--- config.mk ---
export PLATFORM = sky130hd
export DESIGN_NAME = control_unit_flat
export DESIGN_NICKNAME = d
export VERILOG_FILES = /design/src/rtl/control_unit_if.sv /design/src/rtl/control_unit.sv /design/src/flat_wrapper.sv
export SDC_FILE = /design/constraint.sdc
export NUM_CORES = 1
export LEC_CHECK = 0
export BUFFER_PORTS_ARGS = -buffer_cell sky130_fd_sc_hd__buf_2
export CELL_PAD_IN_SITES_DETAIL_PLACEMENT = 0
export CELL_PAD_IN_SITES_GLOBAL_PLACEMENT = 1
export CORE_MARGIN = 2
export CORE_UTILIZATION = 28
export DETAILED_ROUTE_END_ITERATION = 12
export PLACE_DENSITY = 0.87
export SYNTH_ARGS = -nofsm -noshare
export SYNTH_HDL_FRONTEND = slang
export SYNTH_SLANG_ARGS = --single-unit
--- constraint.sdc ---
create_clock -name Clock -period 2.3 [get_ports Clock]
set_input_delay 0.23 -clock Clock [delete_from_list [all_inputs] [get_ports Clock]]
set_output_delay 0.23 -clock Clock [all_outputs]
set_load 0.005 [all_outputs]
--- src/rtl/control_unit_if.sv ---
// ---------------------------------------------------------------------------
// control_unit_if
//    Bundles the signals between the hardwired control unit and the
//    datapath.
//    Datapath to control:
//       IR    instruction register contents, where IR[31:27] is the opcode.
//       Stop  external halt request.
//    Control to datapath:
//       Bus-drive strobes:       PCout, Zhighout, Zlowout, MDRout, HIout, LOout.
//       Register-load strobes:   PCin, MARin, MDRin, IRin, Yin, Zin, HIin, LOin.
//       PC and memory:           IncPC, Read, Write.
//       Select-and-encode:       Gra, Grb, Grc, Rin, Rout, BAout, Cout.
//       ALU operation:           opcode.
//       Run                      low only while halted.
//       Present_state            current state, for debug.
//    Modports:
//       master  the control unit.
//       slave   the datapath, or a testbench standing in for it.
// ---------------------------------------------------------------------------
interface control_unit_if;
   logic [31:0] IR;
   logic        Stop;
   logic        PCout, Zhighout, Zlowout, MDRout, HIout, LOout;
   logic        PCin, MARin, MDRin, IRin, Yin, Zin, HIin, LOin;
   logic        IncPC, Read, Write;
   logic        Gra, Grb, Grc, Rin, Rout, BAout, Cout;
   logic [4:0]  opcode;
   logic        Run;
   logic [3:0]  Present_state;

   modport master (
      input  IR, Stop,
      output PCout, Zhighout, Zlowout, MDRout, HIout, LOout,
      output PCin, MARin, MDRin, IRin, Yin, Zin, HIin, LOin,
      output IncPC, Read, Write,
      output Gra, Grb, Grc, Rin, Rout, BAout, Cout,
      output opcode, Run, Present_state
   );

   modport slave (
      output IR, Stop,
      input  PCout, Zhighout, Zlowout, MDRout, HIout, LOout,
      input  PCin, MARin, MDRin, IRin, Yin, Zin, HIin, LOin,
      input  IncPC, Read, Write,
      input  Gra, Grb, Grc, Rin, Rout, BAout, Cout,
      input  opcode, Run, Present_state
   );
endinterface

--- src/rtl/control_unit.sv ---
// ---------------------------------------------------------------------------
// control_unit
//    Hardwired Moore control unit for the 32-bit RISC datapath.
//    Every instruction is fetched in T0 to T2. It then executes in T3 to T7,
//    using only as many of those states as it needs.
//    Ports:
//       Clock  rising-edge system clock.
//       clear  synchronous, active-high reset.
//       bus    control_unit_if.master, carrying IR and Stop in and every
//              strobe out.
//    Present_state encoding:
//       RESET=0, T0..T7=1..8, HALT=9.
// ---------------------------------------------------------------------------
module control_unit (
   input  logic           Clock,
   input  logic           clear,
   control_unit_if.master bus
);
   typedef enum logic [3:0] {
      RESET = 4'd0, T0 = 4'd1, T1 = 4'd2, T2 = 4'd3, T3 = 4'd4,
      T4 = 4'd5, T5 = 4'd6, T6 = 4'd7, T7 = 4'd8, HALT = 4'd9
   } state_t;

   localparam logic [4:0] OP_LD  = 5'b00000, OP_LDI = 5'b00001, OP_ST   = 5'b00010;
   localparam logic [4:0] OP_ADD = 5'b00011, OP_SUB = 5'b00100, OP_AND  = 5'b00101;
   localparam logic [4:0] OP_OR  = 5'b00110, OP_SHR = 5'b00111, OP_SHRA = 5'b01000;
   localparam logic [4:0] OP_SHL = 5'b01001, OP_ROR = 5'b01010, OP_ROL  = 5'b01011;
   localparam logic [4:0] OP_ADDI = 5'b01100, OP_ANDI = 5'b01101, OP_ORI = 5'b01110;
   localparam logic [4:0] OP_MUL = 5'b01111, OP_DIV = 5'b10000, OP_NEG  = 5'b10001;
   localparam logic [4:0] OP_NOT = 5'b10010, OP_MFHI = 5'b11000, OP_MFLO = 5'b11001;
   localparam logic [4:0] OP_HALT = 5'b11011;

   state_t     state, next_state;
   logic [4:0] op_reg;
   logic [4:0] live_op;

   // Only the opcode field of IR is decoded here.
   logic unused_ir;
   assign unused_ir = ^bus.IR[26:0];
   assign live_op   = bus.IR[31:27];

   // Returns the final state of each instruction class.
   // Opcodes with no execute phase (nop, halt and unused encodings) end in T2.
   function automatic state_t last_state(input logic [4:0] op);
      case (op)
         OP_ADD, OP_SUB, OP_AND, OP_OR, OP_SHR, OP_SHRA, OP_SHL, OP_ROR, OP_ROL,
         OP_ADDI, OP_ANDI, OP_ORI, OP_LDI: last_state = T5;
         OP_NEG, OP_NOT:                   last_state = T4;
         OP_MUL, OP_DIV:                   last_state = T6;
         OP_LD, OP_ST:                     last_state = T7;
         OP_MFHI, OP_MFLO:                 last_state = T3;
         default:                          last_state = T2;
      endcase
   endfunction

   // State register.
   // The opcode is latched on the edge leaving T2, so that the execute
   // states never observe later changes on IR.
   always_ff @(posedge Clock) begin
      if (clear) begin
         state  <= RESET;
         op_reg <= 5'b00000;
      end else begin
         state <= next_state;
         if (state == T2)
            op_reg <= live_op;
      end
   end

   // Next-state logic.
   // In T2 the op register is not loaded yet, so the live opcode decides
   // between nop, halt and entering execute. Stop is honoured only on the
   // final state of an instruction.
   always_comb begin
      next_state = state;
      case (state)
         RESET: next_state = T0;
         T0:    next_state = T1;
         T1:    next_state = T2;
         T2: begin
            if (live_op == OP_HALT)
               next_state = HALT;
            else if (last_state(live_op) == T2)
               next_state = bus.Stop ? HALT : T0;
            else
               next_state = T3;
         end
         T3, T4, T5, T6, T7: begin
            if (state == last_state(op_reg))
               next_state = bus.Stop ? HALT : T0;
            else
               next_state = state_t'(state + 4'd1);
         end
         HALT:    next_state = HALT;
         default: next_state = RESET;
      endcase
   end

   // Output decode: a Moore function of the state and the latched opcode.
   // Every strobe defaults to 0, and each state raises only its own set.
   always_comb begin
      bus.PCout = 1'b0; bus.Zhighout = 1'b0; bus.Zlowout = 1'b0;
      bus.MDRout = 1'b0; bus.HIout = 1'b0; bus.LOout = 1'b0;
      bus.PCin = 1'b0; bus.MARin = 1'b0; bus.MDRin = 1'b0; bus.IRin = 1'b0;
      bus.Yin = 1'b0; bus.Zin = 1'b0; bus.HIin = 1'b0; bus.LOin = 1'b0;
      bus.IncPC = 1'b0; bus.Read = 1'b0; bus.Write = 1'b0;
      bus.Gra = 1'b0; bus.Grb = 1'b0; bus.Grc = 1'b0; bus.Rin = 1'b0;
      bus.Rout = 1'b0; bus.BAout = 1'b0; bus.Cout = 1'b0;
      bus.opcode = 5'b00000;
      bus.Run = (state != HALT);
      bus.Present_state = state;
      case (state)
         T0: begin bus.PCout = 1'b1; bus.MARin = 1'b1; bus.IncPC = 1'b1; bus.Zin = 1'b1; end
         T1: begin bus.Zlowout = 1'b1; bus.PCin = 1'b1; bus.Read = 1'b1; bus.MDRin = 1'b1; end
         T2: begin bus.MDRout = 1'b1; bus.IRin = 1'b1; end
         T3: case (op_reg)
            OP_LD, OP_LDI, OP_ST: begin bus.Grb = 1'b1; bus.BAout = 1'b1; bus.Yin = 1'b1; end
            OP_ADD, OP_SUB, OP_AND, OP_OR, OP_SHR, OP_SHRA, OP_SHL, OP_ROR, OP_ROL,
            OP_ADDI, OP_ANDI, OP_ORI: begin bus.Grb = 1'b1; bus.Rout = 1'b1; bus.Yin = 1'b1; end
            OP_NEG, OP_NOT: begin
               bus.Grb = 1'b1; bus.Rout = 1'b1; bus.opcode = op_reg; bus.Zin = 1'b1;
            end
            OP_MUL, OP_DIV: begin bus.Gra = 1'b1; bus.Rout = 1'b1; bus.Yin = 1'b1; end
            OP_MFHI: begin bus.HIout = 1'b1; bus.Gra = 1'b1; bus.Rin = 1'b1; end
            OP_MFLO: begin bus.LOout = 1'b1; bus.Gra = 1'b1; bus.Rin = 1'b1; end
            default: ;
         endcase
         T4: case (op_reg)
            OP_LD, OP_LDI, OP_ST, OP_ADDI: begin bus.Cout = 1'b1; bus.opcode = OP_ADD; bus.Zin = 1'b1; end
            OP_ANDI: begin bus.Cout = 1'b1; bus.opcode = OP_AND; bus.Zin = 1'b1; end
            OP_ORI:  begin bus.Cout = 1'b1; bus.opcode = OP_OR;  bus.Zin = 1'b1; end
            OP_ADD, OP_SUB, OP_AND, OP_OR, OP_SHR, OP_SHRA, OP_SHL, OP_ROR, OP_ROL: begin
               bus.Grc = 1'b1; bus.Rout = 1'b1; bus.opcode = op_reg; bus.Zin = 1'b1;
            end
            OP_NEG, OP_NOT: begin bus.Zlowout = 1'b1; bus.Gra = 1'b1; bus.Rin = 1'b1; end
            OP_MUL, OP_DIV: begin
               bus.Grb = 1'b1; bus.Rout = 1'b1; bus.opcode = op_reg; bus.Zin = 1'b1;
            end
            default: ;
         endcase
         T5: case (op_reg)
            OP_LDI, OP_ADD, OP_SUB, OP_AND, OP_OR, OP_SHR, OP_SHRA, OP_SHL, OP_ROR, OP_ROL,
            OP_ADDI, OP_ANDI, OP_ORI: begin bus.Zlowout = 1'b1; bus.Gra = 1'b1; bus.Rin = 1'b1; end
            OP_LD, OP_ST:   begin bus.Zlowout = 1'b1; bus.MARin = 1'b1; end
            OP_MUL, OP_DIV: begin bus.Zlowout = 1'b1; bus.LOin = 1'b1; end
            default: ;
         endcase
         T6: case (op_reg)
            OP_LD:          begin bus.Read = 1'b1; bus.MDRin = 1'b1; end
            OP_ST:          begin bus.Gra = 1'b1; bus.Rout = 1'b1; bus.MDRin = 1'b1; end
            OP_MUL, OP_DIV: begin bus.Zhighout = 1'b1; bus.HIin = 1'b1; end
            default: ;
         endcase
         T7: case (op_reg)
            OP_LD:   begin bus.MDRout = 1'b1; bus.Gra = 1'b1; bus.Rin = 1'b1; end
            OP_ST:   bus.Write = 1'b1;
            default: ;
         endcase
         default: ;
      endcase
   end
endmodule

--- src/flat_wrapper.sv ---
// flat-port wrapper written by rule: the top's interface ports become plain ports
module control_unit_flat 
  (Clock, clear, bus_IR, bus_Stop, bus_PCout, bus_Zhighout, bus_Zlowout, bus_MDRout, bus_HIout, bus_LOout, bus_PCin, bus_MARin, bus_MDRin, bus_IRin, bus_Yin, bus_Zin, bus_HIin, bus_LOin, bus_IncPC, bus_Read, bus_Write, bus_Gra, bus_Grb, bus_Grc, bus_Rin, bus_Rout, bus_BAout, bus_Cout, bus_opcode, bus_Run, bus_Present_state);
  control_unit_if bus_i ();
  input  logic Clock;
  input  logic clear;
  input wire logic [$bits(bus_i.IR)-1:0] bus_IR;
  input wire logic [$bits(bus_i.Stop)-1:0] bus_Stop;
  output wire logic [$bits(bus_i.PCout)-1:0] bus_PCout;
  output wire logic [$bits(bus_i.Zhighout)-1:0] bus_Zhighout;
  output wire logic [$bits(bus_i.Zlowout)-1:0] bus_Zlowout;
  output wire logic [$bits(bus_i.MDRout)-1:0] bus_MDRout;
  output wire logic [$bits(bus_i.HIout)-1:0] bus_HIout;
  output wire logic [$bits(bus_i.LOout)-1:0] bus_LOout;
  output wire logic [$bits(bus_i.PCin)-1:0] bus_PCin;
  output wire logic [$bits(bus_i.MARin)-1:0] bus_MARin;
  output wire logic [$bits(bus_i.MDRin)-1:0] bus_MDRin;
  output wire logic [$bits(bus_i.IRin)-1:0] bus_IRin;
  output wire logic [$bits(bus_i.Yin)-1:0] bus_Yin;
  output wire logic [$bits(bus_i.Zin)-1:0] bus_Zin;
  output wire logic [$bits(bus_i.HIin)-1:0] bus_HIin;
  output wire logic [$bits(bus_i.LOin)-1:0] bus_LOin;
  output wire logic [$bits(bus_i.IncPC)-1:0] bus_IncPC;
  output wire logic [$bits(bus_i.Read)-1:0] bus_Read;
  output wire logic [$bits(bus_i.Write)-1:0] bus_Write;
  output wire logic [$bits(bus_i.Gra)-1:0] bus_Gra;
  output wire logic [$bits(bus_i.Grb)-1:0] bus_Grb;
  output wire logic [$bits(bus_i.Grc)-1:0] bus_Grc;
  output wire logic [$bits(bus_i.Rin)-1:0] bus_Rin;
  output wire logic [$bits(bus_i.Rout)-1:0] bus_Rout;
  output wire logic [$bits(bus_i.BAout)-1:0] bus_BAout;
  output wire logic [$bits(bus_i.Cout)-1:0] bus_Cout;
  output wire logic [$bits(bus_i.opcode)-1:0] bus_opcode;
  output wire logic [$bits(bus_i.Run)-1:0] bus_Run;
  output wire logic [$bits(bus_i.Present_state)-1:0] bus_Present_state;
  assign bus_i.IR = bus_IR;
  assign bus_i.Stop = bus_Stop;
  assign bus_PCout = bus_i.PCout;
  assign bus_Zhighout = bus_i.Zhighout;
  assign bus_Zlowout = bus_i.Zlowout;
  assign bus_MDRout = bus_i.MDRout;
  assign bus_HIout = bus_i.HIout;
  assign bus_LOout = bus_i.LOout;
  assign bus_PCin = bus_i.PCin;
  assign bus_MARin = bus_i.MARin;
  assign bus_MDRin = bus_i.MDRin;
  assign bus_IRin = bus_i.IRin;
  assign bus_Yin = bus_i.Yin;
  assign bus_Zin = bus_i.Zin;
  assign bus_HIin = bus_i.HIin;
  assign bus_LOin = bus_i.LOin;
  assign bus_IncPC = bus_i.IncPC;
  assign bus_Read = bus_i.Read;
  assign bus_Write = bus_i.Write;
  assign bus_Gra = bus_i.Gra;
  assign bus_Grb = bus_i.Grb;
  assign bus_Grc = bus_i.Grc;
  assign bus_Rin = bus_i.Rin;
  assign bus_Rout = bus_i.Rout;
  assign bus_BAout = bus_i.BAout;
  assign bus_Cout = bus_i.Cout;
  assign bus_opcode = bus_i.opcode;
  assign bus_Run = bus_i.Run;
  assign bus_Present_state = bus_i.Present_state;
  control_unit u_core (.Clock(Clock), .clear(clear), .bus(bus_i));
endmodule
Word-level counts from Yosys, hierarchy flattened
Memories as Yosys holds them, arrays and structs flattened. A register that Yosys moved wholly into a read port is not among the register bits.
Cells that the tools add are included.
{ "totals": {"output_inout_bits": 34, "romBits": 256, "ff_bits": 9, "word_cells": 107, "inputBits": 35, "n_memories": 2} }
{ "classes": {"eq_ne": 33, "muxes": 52, "n_addsub": 1, "reduce_logical": 17} }
{ "memory_table": {"columns": ["name", "words", "width", "read_ports", "rd_ports_with_merged_regs", "wr", "line_no", "rtl"], "rows": [
  ["(no name shown)", 32, 4, 1, 0, 0, "control_unit.sv:45", "case (op)"],
  ["(no name shown)", 32, 4, 1, 1, 0, "control_unit.sv:45", null]
]} }
{ "op_table": {"columns": ["op", "n"], "rows": [
  ["equality test 5 x 4 -> 1 bit, second input constant", 8],
  ["OR reduction 17 bit", 2],
  ["equality test 5 bit, second input constant", 6],
  ["2-to-1 mux 1 bit", 29],
  ["2-to-1 mux 4 bit", 7],
  ["case mux 4 bit (6 select lines)", 1],
  ["equality test 5 x 3 -> 1 bit, second input constant", 4],
  ["case mux 5 bit (4 select lines)", 1],
  ["equality test 4 x 3 -> 1 bit, second input constant", 4],
  ["OR reduction 16 bit", 1],
  ["2-to-1 mux 5 bit", 3],
  ["OR reduction 13 bit", 1],
  ["equality test 4 x 2 -> 1 bit, second input constant", 3],
  ["OR reduction 11 bit", 1],
  ["equality test 5 x 2 -> 1 bit, second input constant", 2],
  ["case mux 1 bit (2 select lines)", 5],
  ["case mux 5 bit (2 select lines)", 1],
  ["case mux 1 bit (3 select lines)", 3],
  ["OR reduction 9 bit", 1],
  ["equality test 4 bit, second input constant", 2],
  ["OR reduction 2 bit", 4],
  ["OR reduction 4 bit", 2],
  ["OR reduction 6 bit", 1],
  ["equality test 5 x 1 -> 1 bit, second input constant", 1],
  ["10 further kinds", 10]
]} }

Logic depth before layout (Yosys ltp)
Gate-level depths: netlist of run 1.
{ "depth": {"depth_word": 7, "mapped_depth": 12, "ltp_nobuf": 10} }

Worst setup path before layout of run 1
OpenSTA, ideal clock, no wires.
{ "synth_path": {"kind": "register to register", "start": "reg u_core.state[0] (netlist: u_core.bus.Present_state[0])", "end": "reg (tool-made name)", "slack_ps": 101, "setup_time_ps": 137, "path_stages_with_launch": 13, "n_path_buf": 2, "t_required_ps": 2163, "synth_period_minus_slack_ps": 2199, "arrival_ps": 2062, "path_cell_list": "dfxtp_1 ha_1 buf_4 or3b_1 buf_6 inv_8 nor2_1 a21oi_1 nor2_1 ha_1 a21oi_1 nor3_1 a31oi_1"} }
{ "synth_rtl": {"columns": ["item", "line_no", "rtl"], "rows": [
  ["from (decl)", "control_unit.sv:33", "state_t state, next_state;"],
  ["from (signal assigned)", "control_unit.sv:64", "state <= next_state;"]
]} }

Final worst setup path of run 1
{ "layout_path": {"start": "reg u_core.op_reg[3]", "end": "out bus_Gra"} }
{ "layout_via": {"elab_chain_cells": 4, "word_cells_on_any_way": 30, "classes_between": "20 x eq/ne; 6 x mux; 4 x reduce/logical"} }
{ "layout_lines": {"columns": ["item", "line_no", "rtl"], "rows": [
  ["from (decl)", "control_unit.sv:34", "logic [4:0] op_reg;"],
  ["from (signal assigned)", "control_unit.sv:66", "op_reg <= live_op;"],
  ["equality test 5 x 1 -> 1 bit, or another cell as far along", "control_unit.sv:141", "T5: case (op_reg)"],
  ["OR reduction 13 bit, or another cell as far along", "control_unit.sv:141", null],
  ["2-to-1 mux 1 bit, on equally long branches", "control_unit.sv:141, control_unit.sv:116, control_unit.sv:128", null],
  ["case mux 1 bit (5 select lines) (*)", "control_unit.sv:112", "case (state)"],
  ["to (decl)", "flat_wrapper.sv:26", "output wire logic [$bits(bus_i.Gra)-1:0] bus_Gra;"]
]} }
Every way passes the cells marked *; elsewhere a longest branch is shown, timed or not.

==> results.sh, run 1 <==
export IMPL_status="finished, final reports clean"
export IMPL_syn_to_final_growth_pct=28.0
export IMPL_hold_depth=3
export IMPL_avgSynthCellArea_sq_um=7.08
export IMPL_worst_path_stages=6
export IMPL_routedWlPerCell_um=12.4
export IMPL_drc=0
export IMPL_post_cts_setup_buffer_count=0
export IMPL_slew_limit_headroom_pct=69.7
export IMPL_firstDrtPassIters=4
export IMPL_cp_required_ns=2.07
export IMPL_vias=1556
export IMPL_crit_path_start_kind="register"
export IMPL_yosysSeqAreaShare_pct=18.6
export IMPL_reg2reg_slack_ns=0.18
export IMPL_first_global_vias=1301
export IMPL_hpwl_um=3080
export IMPL_finalMaxSlewViolations=0
export IMPL_highest_layer="met4"
export IMPL_synth_cells=198
export IMPL_ys_top_cells_by_area="dfxtp_1 (19%), nand2_1 (6.4%), ha_1 (6.2%), a21oi_1 (6.1%), nor2_1 (5.4%)"
export IMPL_finalHoldViolCount=0
export IMPL_hold_buffers=0
export IMPL_hp_class="input pin to register"
export IMPL_fmax_ghz=0.451
export IMPL_die_h_um=74.8
export IMPL_cts_resized=0
export IMPL_place_congestion=0.869
export IMPL_whs_ns=0.306
export IMPL_drive_above_1_share_pct=30.1
export IMPL_die_x_um=74.8
export IMPL_crit_top_cell="nor2_1"
export IMPL_diodes=0
export IMPL_synth_top_cell_by_area="dfxtp_1"
export IMPL_setup_viol=0
export IMPL_critical_path_buf_inv_count=1
export IMPL_critPathMaxStageDelay_ns=0.40
export IMPL_fin_crit_ns=2.22
export IMPL_worstMarginPinSlew_ns=0.451
export IMPL_nFillCells=524
export IMPL_path_cells="or2_1 > nor2_1 > nor2_1 > a311o_1 > or2_2 > buf_2"
export IMPL_antenna_found_initial=0
export IMPL_async_reset_ff_share_pct=0
export IMPL_p_total_mw=1.10
export IMPL_crit_family="simple AND/OR/NAND/NOR gates"
export IMPL_cts_htree_levels=1
export IMPL_rsz0062_at_grt="no"
export IMPL_synth_edf_count=0
export IMPL_rows=25
export IMPL_powerDensity_nw_per_um2=613
export IMPL_io_buffers=41
export IMPL_vias_per_cell=4.97
export IMPL_drt_met1_wl_um=1900
export IMPL_clockBufferDepth=2
export IMPL_grt_overflow=0
export IMPL_yosysUniqueCellTypes=52
export IMPL_die_area_sq_um=5590
export IMPL_core_sq_um=4790
export IMPL_cts_tree="yes"
export IMPL_grt_pass1_wl_um=6150
export IMPL_synth_main_ff_cell="dfxtp_1"
export IMPL_track_usage_pct=14.0
export IMPL_nNetsFinal=289
export IMPL_ir_worst_vdd_mv=0.215
export IMPL_drtIter0Drc=83
export IMPL_num_io_pins=69
export IMPL_p_leak_nw=0.876
export IMPL_fin_skew_ns=0.00174
export IMPL_netlist_area_sq_um=1400
export IMPL_ys_ff_latch=13
export IMPL_start_util_pct=29.3
export IMPL_yosys_warnings=0
export IMPL_fin_crit_sh_pct=96.4
export IMPL_synth_fp_nets=240
export IMPL_crit_type="register to primary output"
export IMPL_cp_end_kind="primary output"
export IMPL_final_core_util_pct=37.5
export IMPL_arrival_ns=1.99
export IMPL_fin_setup_tns_ns=0
export IMPL_wl_met3_um=288
export IMPL_detail_route_antenna_nets=0
export IMPL_cts_sinks=13
export IMPL_critPathMaxFanout=10
export IMPL_cts_made_buffers=3
export IMPL_insertion_delay_ns=0.24
export IMPL_grt_max_degree=22
export IMPL_critPathSlowestCell="dfxtp_1"
export IMPL_wl_met2_um=1650
export IMPL_drt_total_wl_um=3880
export IMPL_clk_pin_slew_ns=0.05
export IMPL_rr_worst_depth=10
export IMPL_cts_root_buf="clkbuf_8"
export IMPL_drv_cap=0
export IMPL_synth_top_area_share_pct=18.6
==> placed cells by master (no fill, tap or decap), types with 2 or more instances in the layout <==
cell / count
and2_1: 4
inv_1: 7
a31oi_1: 5
o21ai_0: 11
buf_4: 18
o31ai_1: 2
and3_1: 2
nand2_1: 24
nor2_1: 20
xor2_1: 3
ha_1: 6
nand2b_1: 4
nand3_1: 5
buf_2: 41
nor3_1: 5
dfxtp_1: 10
o22ai_1: 2
or2_2: 2
nand3b_1: 3
mux2i_1: 3
xnor2_1: 5
nor2b_1: 6
dfxtp_2: 3
nand4_1: 4
a21oi_1: 17
o21bai_1: 4
a22o_1: 2
clkbuf_8: 3
==> power breakdown <==
group / internal [mW] / switching [mW] / leakage (nW)
combinational: 0.271 / 0.323 / 0.747
sequential: 0.268 / 0.0351 / 0.107
clock: 0.122 / 0.0824 / 0.0228
==> cell usage after synthesis, types with 2 or more instances <==
| master | instances |
|---|---|
| nand3_1 | 5 |
| ha_1 | 7 |
| or2_2 | 2 |
| xnor2_1 | 5 |
| nor2b_1 | 6 |
| o22ai_1 | 2 |
| and2_1 | 4 |
| nor3_1 | 5 |
| nor2_1 | 20 |
| nand3b_1 | 3 |
| buf_2 | 6 |
| o21ai_0 | 11 |
| a22o_1 | 2 |
| and3_1 | 2 |
| o21bai_1 | 4 |
| a21oi_1 | 17 |
| mux2i_1 | 3 |
| a31oi_1 | 5 |
| o31ai_1 | 2 |
| nand2_1 | 24 |
| inv_1 | 7 |
| buf_4 | 3 |
| nand4_1 | 4 |
| dfxtp_1 | 13 |
| xor2_1 | 3 |
| nand2b_1 | 4 |
| clkbuf_1 | 4 |
==> metal layers <==
metal	vias up	global-route usage (%)
li1	800	-
met1	687	21.5
met2	65	20.6
met3	4	1.34
met4	0	4.17
met5	-	0
==> worst register-to-register path: stages (launching register included) <==
cell     delay, ns
dfxtp_2       0.36
ha_1          0.17
or3b_1        0.50
inv_8         0.12
nor2_1        0.04
a21oi_1       0.16
nor2_1        0.06
ha_1          0.27
a21oi_1       0.12
nor3_1        0.06
a31oi_1       0.17
==> cell families after synthesis <==
| family | synth area share, % |
|---|---|
| AOI/OAI and AO/OA | 24.6 |
| muxes | 4.19 |
| adders and majority gates | 6.24 |
| DFF | 18.6 |
| buffers and inverters | 8.56 |
| and+or+nand+nor | 32.8 |
| xor gates and xnor gates | 5.00 |
==> worst paths after layout <==
path / startpoint / endpoint
worst min register to register: u_core.op_reg[0] / u_core.op_reg[0]
worst min-delay path: bus_IR[27] / u_core.op_reg[0]
worst max register to register: u_core.bus.Present_state[0] / register
worst max-delay path: u_core.op_reg[3] / bus_Gra
==> layout make-up <==
class / count / area, sq um / area share (%)
clock buffer: 4 / 45.0 / 2.51
inverter: 8 / 37.5 / 2.09
multi-input combinational: 162 / 1020 / 57.1
sequential: 13 / 264 / 14.7
tap: 67 / 83.8 / 4.67
timing repair buffer: 59 / 340 / 19.0
==> through the flow <==
stage,std cells,cell area [sq um],setup slack (ns)
floorplan,198,1400,0.101
global placement,309,1740,0.112
detailed placement,309,1740,0.114
CTS,313,1790,0.00377
global route,313,1800,0.0167
finish,313,1800,0.0822
(Power assumes the default switching activity.)
==> run 2: changes to the inputs <==
- CORE_UTILIZATION: 28 -> 31
- PLACE_DENSITY: 0.87 -> 0.91
- clock period: 2.3 -> 2.2 ns (I/O delays scaled with it)
==> run 2 against run 1 <==
  * Utilization increased by 3.9 points
  * Combinational power increased by 9.9%
  * First-iteration DRC count increased by 30%
  * Register-to-register slack got worse by 0.02 ns
  * Clock-buffer cell count unchanged
  * Wire length increased by 2.4%
  * Sequential share of layout area increased by 0.088 points
  * Hold slack got worse by 0.0075 ns
  * Global-route usage increased by 1.5 points
  * Clock power increased by 4%
  * Final cell count decreased by 4.5%
  * Final area increased by 0.35%
  * Critical endpoint unchanged
  * Largest cell class unchanged
  * Highest routed layer unchanged
==> results.sh, run 2 (synthesis results as in run 1) <==
export IMPL_vias=1580
export IMPL_insertion_delay_ns=0.24
export IMPL_critPathMaxStageDelay_ns=0.35
export IMPL_cts_sinks=13
export IMPL_finalMaxSlewViolations=0
export IMPL_arrival_ns=1.91
export IMPL_die_x_um=71.3
export IMPL_setup_viol=0
export IMPL_critPathMaxFanout=6
export IMPL_antenna_found_initial=0
export IMPL_drtIter0Drc=108
export IMPL_place_congestion=0.858
export IMPL_diodes=0
export IMPL_hp_class="input pin to register"
export IMPL_fin_crit_ns=2.13
export IMPL_status="finished, final reports clean"
export IMPL_hold_buffers=0
export IMPL_firstDrtPassIters=4
export IMPL_p_total_mw=1.18
export IMPL_cp_required_ns=1.98
export IMPL_core_sq_um=4350
export IMPL_fin_crit_sh_pct=96.9
export IMPL_cts_tree="yes"
export IMPL_cts_root_buf="clkbuf_8"
export IMPL_layout_common_cells="buf_2 (41), nand2_1 (24), nor2_1 (20), buf_4 (19), a21oi_1 (17)"
export IMPL_post_cts_setup_buffer_count=0
export IMPL_nNetsFinal=290
export IMPL_critPathSlowestCell="dfxtp_2"
export IMPL_fin_cells=299
export IMPL_crit_type="register to primary output"
export IMPL_finalHoldViolCount=0
export IMPL_hpwl_um=3080
export IMPL_grt_pass1_wl_um=6280
export IMPL_place_inst=295
export IMPL_crit_path_start_kind="register"
export IMPL_ir_worst_vdd_mv=0.290
export IMPL_drv_cap=0
export IMPL_detail_route_antenna_nets=0
export IMPL_powerDensity_nw_per_um2=654
export IMPL_rsz0062_at_grt="no"
export IMPL_fin_area_sq_um=1800
export IMPL_clk_pin_slew_ns=0.05
export IMPL_drive_above_1_share_pct=31.6
export IMPL_grt_overflow=0
export IMPL_die_area_sq_um=5080
export IMPL_clockBufferDepth=2
export IMPL_fmax_ghz=0.469
export IMPL_setup_slack_ns=0.0678
export IMPL_syn_to_final_growth_pct=28.5
export IMPL_placed_area_sq_um=1730
export IMPL_routedWlPerCell_um=13.3
export IMPL_cts_htree_levels=1
export IMPL_io_buffers=41
export IMPL_pre_cts_slack_ns=0.0833
export IMPL_cp_end_kind="primary output"
export IMPL_rows=24
export IMPL_vias_per_cell=5.28
export IMPL_fin_setup_tns_ns=0
export IMPL_fin_skew_ns=0.00154
export IMPL_track_usage_pct=15.5
export IMPL_layout_commonest_cell="buf_2"
export IMPL_grt_max_degree=22
export IMPL_drc=0
export IMPL_cts_made_buffers=3
export IMPL_start_util_pct=32.2
export IMPL_p_leak_nw=0.886
export IMPL_drt_total_wl_um=3970
export IMPL_first_global_vias=1293
export IMPL_num_io_pins=69
export IMPL_die_h_um=71.3
export IMPL_worstMarginPinSlew_ns=0.510
export IMPL_path_cells="inv_1 > ha_1 > and2_1 > a311o_1 > or2_2 > buf_2"
export IMPL_slew_limit_headroom_pct=65.7
[run 2: cell types whose count changed in the layout (fill, tap and decap cells not counted), sizes merged]
cell	change
buf	+1
[run 2: cell type report]
cell class	count	area, sq um
tap	52	65.1
inverter	8	37.5
fill	449	2550
sequential	13	267
timing repair buffer	60	348
clock buffer	4	45.0
multi-input combinational	162	1040
[run 2: stage by stage]
step                      hold WS (ns)  utilization [%]
after CTS                        0.303             40.9
after floorplan                  0.379                -
after global routing             0.358             41.4
final                            0.299             41.4
after detailed placement         0.560             39.8
after global placement           0.550             39.8
[run 2: critical path, delay by kind of cell (launching register included)]
kind / cells / cell delay (ns)
simple gates: 2 / 0.48
flops: 1 / 0.35
compound gates: 1 / 0.35
fa+ha+maj: 1 / 0.28
buf+inv: 2 / 0.21
[run 2: what timing repair did]
action / in CTS / in global routing
setup endpoints to repair: 1 / 7
gates resized for setup: 1 / 8
gates cloned: 0 / 0
pin swaps: 0 / 0
[run 2: final timing paths]
path                                    start          endpoint  slack, ns  cells after the start
setup reg to reg  u_core.bus.Present_state[1]          register       0.16                     10
hold reg to reg              u_core.op_reg[0]  u_core.op_reg[0]       0.69                      3
setup / recovery  u_core.bus.Present_state[0]           bus_Gra       0.07                      6
hold / removal                     bus_IR[27]  u_core.op_reg[0]       0.30                      3
[run 2: layer usage]
metal / routed length, um / track usage (%)
met1: 1960 / 22.8
met2: 1730 / 22.9
met3: 209 / 1.69
met4: 70 / 6.29
met5: 0 / 0
[run 2: power by group]
| part | internal [mW] | switching (mW) |
|---|---|---|
| combinational | 0.299 | 0.353 |
| clock | 0.128 | 0.0851 |
| sequential | 0.279 | 0.0335 |
==> run 3: changes to the inputs <==
- SETUP_SLACK_MARGIN: default -> 0.4
==> run 3 against run 2 <==
  * Global-route usage grew 1.3 points
  * Utilization grew 12 points
  * Clock skew grew 0.0032 ns
  * Sequential share of layout area shrank 2.8 points
  * Clock-buffer cell count is the same
  * Hold slack lost 0.0045 ns
  * Worst setup slack gained 0.077 ns
  * Final area grew 29%
  * Combinational power grew 52%
  * Sequential cell count is the same
  * Register-to-register slack lost 0.02 ns
==> results.sh, run 3 (synthesis results as in run 1) <==
export IMPL_cts_root_buf="clkbuf_8"
export IMPL_hp_class="input pin to register"
export IMPL_powerDensity_nw_per_um2=655
export IMPL_hold_depth=3
export IMPL_antenna_found_initial=0
export IMPL_finalMaxSlewViolations=0
export IMPL_crit_path_start_kind="register"
export IMPL_detail_route_antenna_nets=0
export IMPL_fmax_ghz=0.487
export IMPL_fin_cells=322
export IMPL_seqCellArea_sq_um=279
export IMPL_cts_sinks=13
export IMPL_clk_pin_slew_ns=0.06
export IMPL_finalHoldViolCount=0
export IMPL_grt_max_degree=22
export IMPL_cts_tree="yes"
export IMPL_num_io_pins=69
export IMPL_syn_to_final_growth_pct=66.3
export IMPL_diodes=0
export IMPL_reg2reg_slack_ns=0.14
export IMPL_status="finished, final reports clean"
export IMPL_first_global_vias=1485
export IMPL_place_congestion=0.806
export IMPL_ir_worst_vdd_mv=0.306
export IMPL_arrival_ns=2.18
export IMPL_fin_skew_ns=0.00478
export IMPL_rsz0062_at_grt="yes"
export IMPL_p_leak_nw=1.06
export IMPL_vias_per_cell=5.33
export IMPL_drt_total_wl_um=4770
export IMPL_drv_cap=0
export IMPL_setup_viol=0
export IMPL_die_x_um=71.3
export IMPL_vias=1716
export IMPL_critPathSlowestCell="or3b_4"
export IMPL_nNetsFinal=313
export IMPL_clockBufferDepth=2
export IMPL_fin_crit_sh_pct=93.4
export IMPL_cts_htree_levels=1
export IMPL_routedWlPerCell_um=14.8
export IMPL_grt_pass1_wl_um=7010
export IMPL_critPathMaxStageDelay_ns=0.41
export IMPL_worstHoldEndpoint="u_core.op_reg[0]"
export IMPL_cts_made_buffers=3
export IMPL_crit_type="register to register"
export IMPL_critPathMaxFanout=4
export IMPL_layout_common_cells="buf_2 (39), buf_4 (30), nand2_1 (21), nor2_1 (13), buf_6 (12)"
export IMPL_fin_setup_tns_ns=0
export IMPL_multi_input_area_sq_um=1310
export IMPL_rows=24
export IMPL_hold_buffers=0
export IMPL_track_usage_pct=16.7
export IMPL_hp_start="bus_IR[27]"
export IMPL_die_h_um=71.3
export IMPL_die_area_sq_um=5080
export IMPL_place_inst=290
export IMPL_grt_overflow=0
export IMPL_layout_commonest_cell="buf_2"
export IMPL_firstDrtPassIters=4
export IMPL_hpwl_um=3120
export IMPL_slew_limit_headroom_pct=77.1
export IMPL_drc=0
export IMPL_cp_end_kind="register"
export IMPL_worstMarginPinSlew_ns=0.344
export IMPL_final_core_util_pct=53.6
export IMPL_insertion_delay_ns=0.24
export IMPL_cp_required_ns=2.32
export IMPL_drtIter0Drc=118
export IMPL_r2r_start="u_core.bus.Present_state[0]"
export IMPL_fin_crit_ns=2.06
export IMPL_path_cells="buf_4 > ha_4 > or3b_4 > buf_4 > nand2_1 > a21oi_1 > ha_4 > a21oi_4 > nor3_2 > a31oi_1"
export IMPL_rr_worst_depth=10
export IMPL_drive_above_1_share_pct=53.0
export IMPL_core_sq_um=4350
export IMPL_nFillCells=404
export IMPL_start_util_pct=32.2
export IMPL_io_buffers=41
run 3: power by group:
part / internal [mW] / switching, mW / total (mW)
sequential: 0.285 / 0.0382 / 0.323
clock: 0.128 / 0.0852 / 0.213
combinational: 0.502 / 0.488 / 0.990
run 3: cell type report:
type / count / area share (%)
tap: 52 / 2.79
inverter: 8 / 1.88
timing repair buffer: 83 / 25.3
clock buffer: 4 / 1.93
multi-input combinational: 162 / 56.1
sequential: 13 / 12.0
run 3: worst max-delay path by stage:
stage                                start       end  depth (start not counted)
2_1_floorplan  u_core.bus.Present_state[0]  register                         12
3_3_place_gp   u_core.bus.Present_state[0]  register                         10
3_5_place_dp   u_core.bus.Present_state[0]  register                         10
4_1_cts        u_core.bus.Present_state[1]   bus_Gra                          8
5_1_grt        u_core.bus.Present_state[1]  register                         10
6_report       u_core.bus.Present_state[0]  register                         10
run 3: critical path: cells and delay by family, from the launching register on:
family,cells,cell delay [ns]
DFF,1,0.36
adders and majority gates,2,0.43
buffers and inverters,2,0.28
AOI/OAI and AO/OA,3,0.20
and+or+nand+nor,3,0.65
run 3: repair_timing:
| action | CTS | global route |
|---|---|---|
| endpoints found under the setup margin | 27 | 28 |
| setup buffers | 16 | 12 |
| cloned | 0 | 0 |
| gates resized for setup | 36 | 46 |
| pin swaps | 12 | 16 |
run 3: metrics by stage:
stage | area [sq um] | total power, mW | setup slack (ns) | hold slack, ns
after global routing | 2330 | 1.61 | 0.0676 | 0.334
final | 2330 | 1.53 | 0.145 | 0.294
after detailed placement | 1720 | 0.929 | 0.159 | 0.555
after floorplan | 1430 | 0.738 | 0.167 | 0.364
after CTS | 2030 | 1.35 | 0.174 | 0.300
after global placement | 1720 | 0.913 | 0.173 | 0.553
run 3: routing by layer:
layer	up-vias	track usage, %	share of wire (%)
li1	845	-	-
met1	817	22.9	44
met2	50	28.0	50
met3	4	1.83	4.6
met4	0	4.82	0.92
met5	-	0	0
